===== src/rtl/pwm_capture.sv =====
// pwm_capture: measures the period and high time of an incoming PWM
// waveform in sample ticks (cycles with enable=1).
//
// Ports:
//   clk          rising-edge clock
//   reset        synchronous, active-low reset
//   enable       sample tick; edge detection, counters and the FSM only
//                advance when it is high (tie high to count at clk rate)
//   pwm_in       asynchronous PWM input
//   period       last measured period in ticks, saturated at MAX_COUNT
//   high_time    last measured high time in ticks
//   valid        one-clk pulse when period/high_time update
//   timeout      sticky: no edge seen within MAX_COUNT ticks
//   stuck_level  line level when timeout was raised
//   fsm_state_o  current FSM state (0=SYNC, 1=HIGH, 2=LOW) for observation
//
// Optional build macro PWM_CAPTURE_FILTER_EN adds a glitch filter between
// the synchronizer and the level register: a new level is accepted only
// after FILT_LEN consecutive enable samples of that value. Both edges are
// delayed equally, so clean measurements are unchanged.
//
// Handshake: valid is a pure strobe with no ready; period/high_time are
// stable from the valid cycle until the next valid or reset.

module pwm_capture #(
   parameter int MAX_COUNT = 1024,
   parameter int FILT_LEN  = 3,
   localparam int W        = $clog2(MAX_COUNT + 1)
) (
   input  logic         clk,
   input  logic         reset,
   input  logic         enable,
   input  logic         pwm_in,
   output logic [W-1:0] period,
   output logic [W-1:0] high_time,
   output logic         valid,
   output logic         timeout,
   output logic         stuck_level,
   output logic [1:0]   fsm_state_o
);

   localparam logic [W-1:0] MAX_W   = W'(MAX_COUNT);
   localparam logic [W:0]   MAX_SUM = (W+1)'(MAX_COUNT);

   typedef enum logic [1:0] {
      ST_SYNC = 2'd0,
      ST_HIGH = 2'd1,
      ST_LOW  = 2'd2
   } state_e;

   state_e       state_q, state_d;
   logic         sync1_q, sync2_q;
   logic         lvl_q;
   logic         samp;          // level that lvl_q takes on this enable cycle
   logic         rise, fall;
   logic         capture;       // LOW->HIGH edge completes a measurement
   logic         tmo_set;       // count hit MAX_COUNT with no edge
   logic [W-1:0] hcnt_q, hcnt_d;
   logic [W-1:0] lcnt_q, lcnt_d;
   logic [W-1:0] period_q, period_d;
   logic [W-1:0] high_q, high_d;
   logic         valid_q;
   logic         tmo_q, tmo_d;
   logic         stuck_q, stuck_d;
   logic [W:0]   sum;

   // Two-flop synchronizer, free-running regardless of enable.
   always_ff @(posedge clk) begin
      if (!reset) begin
         sync1_q <= 1'b0;
         sync2_q <= 1'b0;
      end else begin
         sync1_q <= pwm_in;
         sync2_q <= sync1_q;
      end
   end

`ifdef PWM_CAPTURE_FILTER_EN
   localparam int FW = (FILT_LEN > 1) ? $clog2(FILT_LEN) : 1;
   localparam logic [FW-1:0] RUN_LAST = FW'(FILT_LEN - 1);

   // run_q counts consecutive enable samples that differ from lvl_q; the new
   // level is accepted on the FILT_LEN-th such sample.
   logic [FW-1:0] run_q, run_d;

   always_comb begin
      samp  = lvl_q;
      run_d = run_q;
      if (enable) begin
         if (sync2_q == lvl_q) begin
            run_d = '0;
         end else if (run_q == RUN_LAST) begin
            samp  = sync2_q;
            run_d = '0;
         end else begin
            run_d = run_q + 1'b1;
         end
      end
   end

   always_ff @(posedge clk) begin
      if (!reset) begin
         run_q <= '0;
      end else begin
         run_q <= run_d;
      end
   end
`else
   logic filt_unused;
   assign filt_unused = (FILT_LEN > 0);
   assign samp        = sync2_q;
`endif

   always_ff @(posedge clk) begin
      if (!reset) begin
         lvl_q <= 1'b0;
      end else if (enable) begin
         lvl_q <= samp;
      end
   end

   assign rise = enable &  samp & ~lvl_q;
   assign fall = enable & ~samp &  lvl_q;

   // State and measurement registers.
   always_ff @(posedge clk) begin
      if (!reset) begin
         state_q  <= ST_SYNC;
         hcnt_q   <= '0;
         lcnt_q   <= '0;
         period_q <= '0;
         high_q   <= '0;
         valid_q  <= 1'b0;
         tmo_q    <= 1'b0;
         stuck_q  <= 1'b0;
      end else begin
         state_q  <= state_d;
         hcnt_q   <= hcnt_d;
         lcnt_q   <= lcnt_d;
         period_q <= period_d;
         high_q   <= high_d;
         valid_q  <= capture;
         tmo_q    <= tmo_d;
         stuck_q  <= stuck_d;
      end
   end

   // Next-state logic. A counter already at MAX_COUNT on a tick with no edge
   // times out; an edge on that same tick wins, so a phase of exactly
   // MAX_COUNT ticks is still measured. Because the timeout fires before any
   // increment past MAX_COUNT, the increments never need their own clamp.
   always_comb begin
      state_d = state_q;
      hcnt_d  = hcnt_q;
      lcnt_d  = lcnt_q;
      capture = 1'b0;
      tmo_set = 1'b0;
      case (state_q)
         ST_SYNC: begin
            if (rise) begin
               state_d = ST_HIGH;
               hcnt_d  = W'(1);
            end
         end
         ST_HIGH: begin
            if (fall) begin
               state_d = ST_LOW;
               lcnt_d  = W'(1);
            end else if (enable) begin
               if (hcnt_q == MAX_W) begin
                  tmo_set = 1'b1;
                  state_d = ST_SYNC;
               end else begin
                  hcnt_d = hcnt_q + 1'b1;
               end
            end
         end
         ST_LOW: begin
            if (rise) begin
               capture = 1'b1;
               state_d = ST_HIGH;
               hcnt_d  = W'(1);
            end else if (enable) begin
               if (lcnt_q == MAX_W) begin
                  tmo_set = 1'b1;
                  state_d = ST_SYNC;
               end else begin
                  lcnt_d = lcnt_q + 1'b1;
               end
            end
         end
         default: begin
            state_d = ST_SYNC;
         end
      endcase
   end

   // Output logic: result registers update on capture, timeout flags on
   // capture (clear) or timeout (set).
   always_comb begin
      sum      = {1'b0, hcnt_q} + {1'b0, lcnt_q};
      period_d = period_q;
      high_d   = high_q;
      tmo_d    = tmo_q;
      stuck_d  = stuck_q;
      if (capture) begin
         period_d = (sum > MAX_SUM) ? MAX_W : sum[W-1:0];
         high_d   = hcnt_q;
         tmo_d    = 1'b0;
      end else if (tmo_set) begin
         tmo_d   = 1'b1;
         stuck_d = lvl_q;
      end
   end

   assign period      = period_q;
   assign high_time   = high_q;
   assign valid       = valid_q;
   assign timeout     = tmo_q;
   assign stuck_level = stuck_q;
   assign fsm_state_o = state_q;

endmodule


===== config.mk =====
export PLATFORM = sky130hd
export DESIGN_NAME = pwm_capture
export DESIGN_NICKNAME = d
export VERILOG_FILES = /design/src/rtl/pwm_capture.sv
export SDC_FILE = /design/constraint.sdc
export NUM_CORES = 1
export LEC_CHECK = 0
export CAP_MARGIN = 20
export CORE_AREA = 2 2 84 86
export DETAILED_ROUTE_END_ITERATION = 10
export DIE_AREA = 0 0 86 88
export RECOVER_POWER = 25
export REMOVE_ABC_BUFFERS = 1
export SETUP_SLACK_MARGIN = 0.15
export SLEW_MARGIN = 25
export SYNTH_ARGS = -nofsm -noshare
export SYNTH_HDL_FRONTEND = slang
export SYNTH_SLANG_ARGS = --single-unit

===== constraint.sdc =====
create_clock -name clk -period 2.08 [get_ports clk]
set_input_delay 0.312 -clock clk [delete_from_list [all_inputs] [get_ports clk]]
set_output_delay 0.312 -clock clk [all_outputs]
set_load 0.01 [all_outputs]

Word-level counts from Yosys, hierarchy flattened:

Index checks and enable logic that the tools add are counted.

* $add $sub $neg: 3
* multipliers: 0
* div/mod/pow operators: 0
* magnitude comparators: 1
* equality and inequality tests: 17
* shifts and indexed selects: 0
* muxes and demuxes: 28
* bitwise logic cells: 8
* reduce and logical (&&, ||, !) cells: 9

Operators by type and width (count)
* 11-bit two-way mux: 9
* 11-bit one-hot mux with 2 select lines: 2
* 11-bit by 1-bit adder with 11-bit output (second input constant): 2
* 11-bit equality test (second input constant): 2
* 2-bit inequality test (second input constant): 8
* 5-bit AND reduction: 3
* 2-bit two-way mux: 7
* 11-bit by 11-bit adder with 12-bit output: 1
* 12-bit by 11-bit > comparator with 1-bit output (second input constant): 1
* 3-bit inequality test (second input constant): 4
* 1-bit two-way mux: 8
* 2-bit one-hot mux with 3 select lines: 1
* 1-bit bitwise AND: 4
* 1-bit inverter: 4
* 2-bit nonzero test: 2
* 2-bit OR reduction: 2
* 2-bit by 1-bit equality test with 1-bit output (second input constant): 1
* 2-bit equality test (second input constant): 1
* 2-bit logical NOT: 1
* 2-bit by 1-bit inequality test with 1-bit output (second input constant): 1
* 1-bit one-hot mux with 2 select lines: 1
* 2-bit AND reduction: 1

* register bits: 52
* latch bits: 0
* memory bits (writable): 0
* memory bits (read-only): 0
* output and inout bits: 27
* memories: 0

Logic depth before layout (Yosys ltp):

Gate-level depths: netlist of the first run.

* word-level depth: 6
* gate-level depth with buffers: 10

Worst setup path after synthesis of the first run:

OpenSTA, ideal clock, no wires.

* path type: flip-flop to flip-flop
* from: register state_q[0], in the netlist fsm_state_o[0]
* to: register hcnt_q[8]
* library setup time: 0.119 ns
* arrival time: 2.049 ns
* data required time: 1.961 ns
* setup slack: -0.088 ns
* stages on the path, launching flop included: 10
* clock period less this slack: 2.168 ns
* path through: dfxtp_1 -> inv_1 -> ha_1 -> clkbuf_1 -> or2_1 -> a21o_1 -> a2111oi_4 -> nand4_1 -> xor2_1 -> nor2_2

* word-level cells in the longest chain between the ends: 4

Ends and longest elaborated chain
* from (decl): RTL line 51 `state_e state_q, state_d;`
* from (signal assigned): RTL line 137 `state_q <= state_d;`
* 2-bit equality test or 2-bit logical NOT (tied branches): RTL line 158 `case (state_q)`
* 2-bit OR reduction (no line)
* 2-bit by 1-bit inequality test with 1-bit output (no line) or 2-bit nonzero test (tied branches)
* 5-bit AND reduction (no line)
* to (signal assigned): RTL line 138 `hcnt_q <= hcnt_d;`
* to (decl): RTL line 58 `logic [W-1:0] hcnt_q, hcnt_d;`

Several ways; a longest one is shown, not always the timed one.
A chain may end at the register's enable or synchronous reset.

Worst setup path after layout of the first run:

* from: register hcnt_q[1]
* to: register period_q[8], in the netlist period[8]

* word-level cells in the longest chain between the ends: 3

Ends and longest elaborated chain
* 11-bit by 11-bit adder with 12-bit output (*): RTL line 201 `sum = {1'b0, hcnt_q} + {1'b0, lcnt_q};`
* 12-bit by 11-bit > comparator with 1-bit output: RTL line 207 `period_d = (sum > MAX_SUM) ? MAX_W : sum[W-1:0];`
* 11-bit two-way mux (*): RTL line 207
* to (signal assigned): RTL line 140 `period_q <= period_d;`
* to (decl): RTL line 60 `logic [W-1:0] period_q, period_d;`

Every way passes the cells marked *; elsewhere a longest branch is shown, timed or not.

==> results of run 1 <==
synthesized netlist by cell type, types with 2 or more instances:
library cell	instances	area, sq um
a21boi_0	14	105
a21o_1	2	15.0
a21oi_1	13	65.1
a21oi_2	2	17.5
a22o_1	10	87.6
a31oi_1	3	18.8
and2_1	5	31.3
and3_1	3	18.8
and3_2	2	15.0
buf_2	3	15.0
clkbuf_1	7	26.3
dfxtp_1	52	1040
ha_1	19	238
inv_1	12	45.0
mux2i_1	3	30.0
nand2_1	46	173
nand3_1	9	45.0
nand3b_1	3	22.5
nand4_1	7	43.8
nand4b_1	2	17.5
nor2_1	26	97.6
nor2b_1	11	68.8
nor3_1	5	25.0
nor4_1	2	12.5
nor4b_1	3	26.3
o21a_1	2	15.0
o21ai_0	16	80.1
or3_1	3	18.8
xnor2_1	13	114
xor2_1	7	61.3
sequential cells by signal, summed over array words and instances, names as in the netlist:
| name | count |
|---|---|
| sync1_q | 1 |
| timeout | 1 |
| stuck_level | 1 |
| lvl_q | 1 |
| period | 11 |
| high_time | 11 |
| fsm_state_o | 2 |
| lcnt_q | 11 |
| valid | 1 |
| hcnt_q | 11 |
| samp | 1 |
stage by stage:
step / cell area (sq um) / util / instances / setup slack (ns)
floorplan: 2710 / - / 312 / -0.0584
global placement: 3360 / 0.506 / 455 / -0.101
detailed placement: 3360 / 0.506 / 455 / -0.135
CTS: 3520 / 0.530 / 462 / 0.0769
global route: 3600 / 0.542 / 463 / 0.00765
finish: 3600 / 0.542 / 463 / 0.0662
layout by cell type, fill, tap and decap left out, types with 4 or more instances in the layout:
master	n
buf_4	34
a21boi_0	14
nor2b_1	10
clkbuf_8	5
xnor2_1	13
a22o_1	10
and2_1	4
inv_1	11
clkdlybuf4s50_1	14
ha_1	15
nand3_1	9
o21ai_0	13
a21oi_2	6
dfxtp_1	48
nand4_1	7
xor2_1	7
nor3_1	5
a21oi_1	9
nor2_1	26
dlygate4sd3_1	16
nand2_1	45
what timing repair did:
item / CTS / global route
gates resized for setup: 13 / 18
hold buffers: 0 / 0
setup endpoints to repair: 25 / 28
buffers inserted: 1 / 1
pin swaps: 6 / 8
endpoints found under the hold margin: 0 / 0
layer usage:
| layer | up-vias | track usage | wire length (microns) |
|---|---|---|---|
| met5 | - | 0 | 0 |
| met4 | 0 | 0.0433 | 75 |
| met3 | 7 | 0.0330 | 223 |
| met2 | 38 | 0.285 | 2910 |
| li1 | 1261 | - | - |
| met1 | 1112 | 0.227 | 3110 |
power breakdown:
part / internal, W / total, W / leakage [nW] / switching, W
sequential: 0.00100 / 0.00101 / 0.422 / 0.00000561
clock: 0.000346 / 0.000666 / 0.0501 / 0.000320
combinational: 0.0000760 / 0.000163 / 0.962 / 0.0000870
total: 0.00142 / 0.00184 / 1.43 / 0.000413
final cells by class:
type                    instances  area (sq um)
inverters                      12          45.0
fillers                       621          3040
multi-input cells             248          1730
repair buffers                 65           576
clock inverters                 1          30.0
clock buffers                   5          68.8
well taps                      80           100
flip-flops and latches         52          1050
cells by family (layout without fill, tap and decap cells):
kind of cell / Yosys count / count (layout) / synth area share
simple gates: 132 / 132 / 0.236
mux: 3 / 3 / 0.0109
flops: 52 / 52 / 0.378
fa+ha+maj: 20 / 20 / 0.0936
compound gates: 73 / 73 / 0.186
buf+inv: 22 / 83 / 0.0313
xor+xnor: 20 / 20 / 0.0636
critical path, cell delays in order (launching register included):
cell	delay, ns
dfxtp_4	0.35
buf_4	0.14
fa_2	0.39
a21oi_2	0.17
o21ai_2	0.09
or4_1	0.42
o21ai_2	0.08
xnor2_1	0.07
a22o_1	0.19
worst min-delay path by stage:
| stage | to | startpoint | slack (ns) | depth (start not counted) |
|---|---|---|---|---|
| after global placement | samp$_SDFF_PN0_ | sync1_q$_SDFF_PN0_ | 0.42 | 1 |
| after global routing | samp$_SDFF_PN0_ | sync1_q$_SDFF_PN0_ | 0.46 | 1 |
| final | samp$_SDFF_PN0_ | sync1_q$_SDFF_PN0_ | 0.44 | 1 |
| after floorplan | samp$_SDFF_PN0_ | sync1_q$_SDFF_PN0_ | 0.41 | 1 |
| after detailed placement | samp$_SDFF_PN0_ | sync1_q$_SDFF_PN0_ | 0.43 | 1 |
| after CTS | samp$_SDFF_PN0_ | sync1_q$_SDFF_PN0_ | 0.45 | 1 |
==> impl_results.md, run 1 <==
- Run status: complete, no violations
- Vias per std cell: 5.22
- Clk Latency, worst-skew pair: 0.30 ns
- Area grow syn2layout: 30.8%
- YS warnings: 0
- Routed vias: 2,418
- Reg2Reg Launch Point: hcnt_q[1]$_SDFFE_PN0P_
- Leakage: 1.43 nW
- Avg Cell Area, Syn: 8.55 sq um
- Endpoints failing hold: 0
- Fin crit share: 0.968
- GRT Util Overall: 0.171
- CP arrival: 2.22 ns
- FFs w/ async S/R, synth: 0
- Die Wd: 86 microns
- Max Fanout on Critical Path: 4
- Post-route setup TNS: 0 ns
- Ant. Diodes: 0
- Yosys reg bits: 52
- Depth of the most critical reg-to-reg path: 8
- Post-synthesis sequential area ratio: 0.378
- Worst setup path endpoint: period[8]$_SDFFE_PN0P_
- Number of synthesized flops with an enable pin: 0
- Worst Path Required: 2.29 ns
- Die H: 88 microns
- Starting Density: 0.415
- I/O Buffers: 30
- Max IR drop VDD: 0.321 mV
- # clock sinks: 52
- Number of buffers created by CTS: 5
- I/O pins: 31
- Final slew viol count: 0
- Initial DRC count: 72
- Vias in the first global route: 2,188
- First-pass DRT Iterations: 4
- Clock slew at reported path FFs: 0.09 ns
- FF-to-FF End: period[8]$_SDFFE_PN0P_
- Share of layout cells above drive strength 1: 0.191
- Crit end category: register
- CP Class: register to register
- Hold_ws: 0.443 ns
- # H-tree levels: 2
- Minimum clock period: 2.01 ns
- Row count: 30
- Yosys cell types: 47
- Origin of the worst setup path: hcnt_q[1]$_SDFFE_PN0P_
- Most used DFF post-synth: dfxtp_1
- Remaining global-route overflow: 0
- # setup viols final: 0
- Cell Area, Synth: 0.00275 sq mm
- Gpl congestion: 0.867
- Slew headroom: 0.676
- Worst R2R Setup Slack: 0.07 ns
- FMAX: 0.497 GHz
- Routed len/inst: 13.6 microns
- Initial antenna violation count: 0
- Worst setup SP type: register
- Post-DP HPWL: 4.74 mm
- Hold WC Path Type: register to register
- Clock tree root buffer cell: clkbuf_8
- CTS Buffer Depth: 2
- RSZ-0062 raised after global routing: yes
- Max-cap viol count: 0
- Slew @ Worst Pin: 0.484 ns
- Area of the die: 0.00757 sq mm
- Largest net degree at the start of global routing: 24
- Routed wire length: 6.32 mm
- Tot Pwr: 0.00184 W
- CTS tree: built
- Post-route ant nets: 0
- Core area: 0.00664 sq mm
- Cells after synthesis: 322
- Nets: 408
- Power Density: 510 mW/mm^2
- First-pass GRT wire length: 10.3 mm
- Clk_skew: 0.0103 ns
- Post-route DRC: 0
Power figures use the tool's default switching activity.
==> inputs of run 2 (changes only) <==
- CTS_CLUSTER_DIAMETER: default -> 100
- SKIP_LAST_GASP: default -> 1
==> results of run 2 <==
The final DEF is identical to that of run 1; final timing and power are the same.
==> inputs of run 3 (changes only) <==
- SKIP_CTS_REPAIR_TIMING: default -> 1
==> impl_results.md, run 3 (synthesis gave the netlist of run 1 again) <==
- Run status: complete, no violations
- Net Switching: 0.000422 W
- Max-cap viol count: 0
- Row count: 30
- Gpl congestion: 0.867
- Worst setup SP type: register
- Crit end category: register
- Routed wire length: 6.67 mm
- First-pass DRT Iterations: 4
- Internal power: 0.00144 W
- Leakage: 1.44 nW
- Fin crit share: 0.979
- I/O pins: 31
- Post-route setup TNS: 0 ns
- Post-DP HPWL: 4.74 mm
- Max IR drop VDD: 0.319 mV
- Logic pwr share: 0.099
- Post-route DRC: 0
- FMAX: 0.491 GHz
- GRT Util Overall: 0.172
- Starting Density: 0.415
- Routed vias: 2,436
- Nets: 410
- Worst Path Required: 2.29 ns
- Initial antenna violation count: 0
- Routed len/inst: 14.3 microns
- Largest net degree at the start of global routing: 24
- Core area: 0.00664 sq mm
- CP Class: register to register
- Share of layout cells above drive strength 1: 0.249
- Endpoints failing hold: 0
- Minimum clock period: 2.04 ns
- # setup viols final: 0
- CP arrival: 2.25 ns
- Vias per std cell: 5.24
- # H-tree levels: 2
- Number of buffers created by CTS: 5
- Clk Latency, worst-skew pair: 0.31 ns
- Most frequent cells in the layout: nand2_1, dfxtp_1, buf_4
- CTS tree: built
- Area of the die: 0.00757 sq mm
- Post-route ant nets: 0
- Final slew viol count: 0
- I/O Buffers: 30
- Power Density: 490 mW/mm^2
- Clock slew at reported path FFs: 0.09 ns
- First-pass GRT wire length: 10.4 mm
- Clock power frac: 0.360
- Register share of total power: 0.541
- CTS Buffer Depth: 2
- Max Fanout on Critical Path: 4
- Slew @ Worst Pin: 0.492 ns
- Hold WC Path Type: register to register
- Area grow syn2layout: 37.9%
- Switching share of total power: 0.227
- Remaining global-route overflow: 0
- Clk_skew: 0.00836 ns
- Hold_ws: 0.442 ns
- Ant. Diodes: 0
- Vias in the first global route: 2,191
- Clock tree root buffer cell: clkbuf_8
- Slew headroom: 0.671
- Die Wd: 86 microns
- # clock sinks: 52
- Initial DRC count: 99
- Die H: 88 microns
- RSZ-0062 raised after global routing: yes
[run 3: cell types whose count changed in the layout (fill, tap and decap cells not counted), moves of 3 or more]
cell and change:
a21oi_2 -3, a21oi_4 +5, buf_4 -3, buf_6 +4, dfxtp_1 -3, ha_1 -7
ha_2 +3, ha_4 +4
[run 3: per-stage QoR]
step / area [sq um] / power [W] / utilization / worst slack, ns / std cells
5_1_grt: 3800 / 0.00193 / 0.572 / -0.00855 / 465
3_5_place_dp: 3360 / 0.00118 / 0.506 / -0.135 / 455
2_1_floorplan: 2710 / 0.00111 / - / -0.0584 / 312
6_report: 3800 / 0.00186 / 0.572 / 0.0442 / 465
4_1_cts: 3460 / 0.00185 / 0.521 / -0.152 / 461
3_3_place_gp: 3360 / 0.00118 / 0.506 / -0.101 / 455
[run 3: worst paths after layout]
path                                  to  slack (ns)              startpoint  depth (start not counted)
hold / removal           samp$_SDFF_PN0_        0.44      sync1_q$_SDFF_PN0_                          1
setup / recovery  period[8]$_SDFFE_PN0P_        0.04  hcnt_q[0]$_SDFFE_PN0P_                          8
setup reg to reg  period[8]$_SDFFE_PN0P_        0.04  hcnt_q[0]$_SDFFE_PN0P_                          8
hold reg to reg          samp$_SDFF_PN0_        0.44      sync1_q$_SDFF_PN0_                          1
[run 3: final cells by class]
cell class,count,area (sq um)
tap,80,100
multi-input combinational,249,1920
timing repair buffer,66,583
clock buffer,5,68.8
clock inverter,1,30.0
inverter,12,45.0
fill,600,2850
sequential,52,1050
[run 3: critical path, cell delays in order, from the launching register on]
cell     delay, ns
dfxtp_2       0.34
ha_2          0.20
fa_2          0.37
a21oi_4       0.19
o21ai_4       0.09
or4_4         0.42
o21ai_2       0.08
xnor2_1       0.07
a22o_1        0.19
[run 3: power by group through the flow]
stage | sequential (W) | combinational, W | clock, W
floorplan | 0.00103 | 0.0000738 | 0
global placement | 0.00103 | 0.000151 | 0
detailed placement | 0.00103 | 0.000152 | 0
CTS | 0.00101 | 0.000153 | 0.000689
global route | 0.00101 | 0.000199 | 0.000725
finish | 0.00101 | 0.000184 | 0.000669
[run 3: layer usage]
metal	track usage	up-vias	routed length [microns]
li1	-	1258	-
met1	0.232	1133	3250
met2	0.279	36	3100
met3	0.0330	9	229
met4	0.0505	0	83
met5	0	-	0
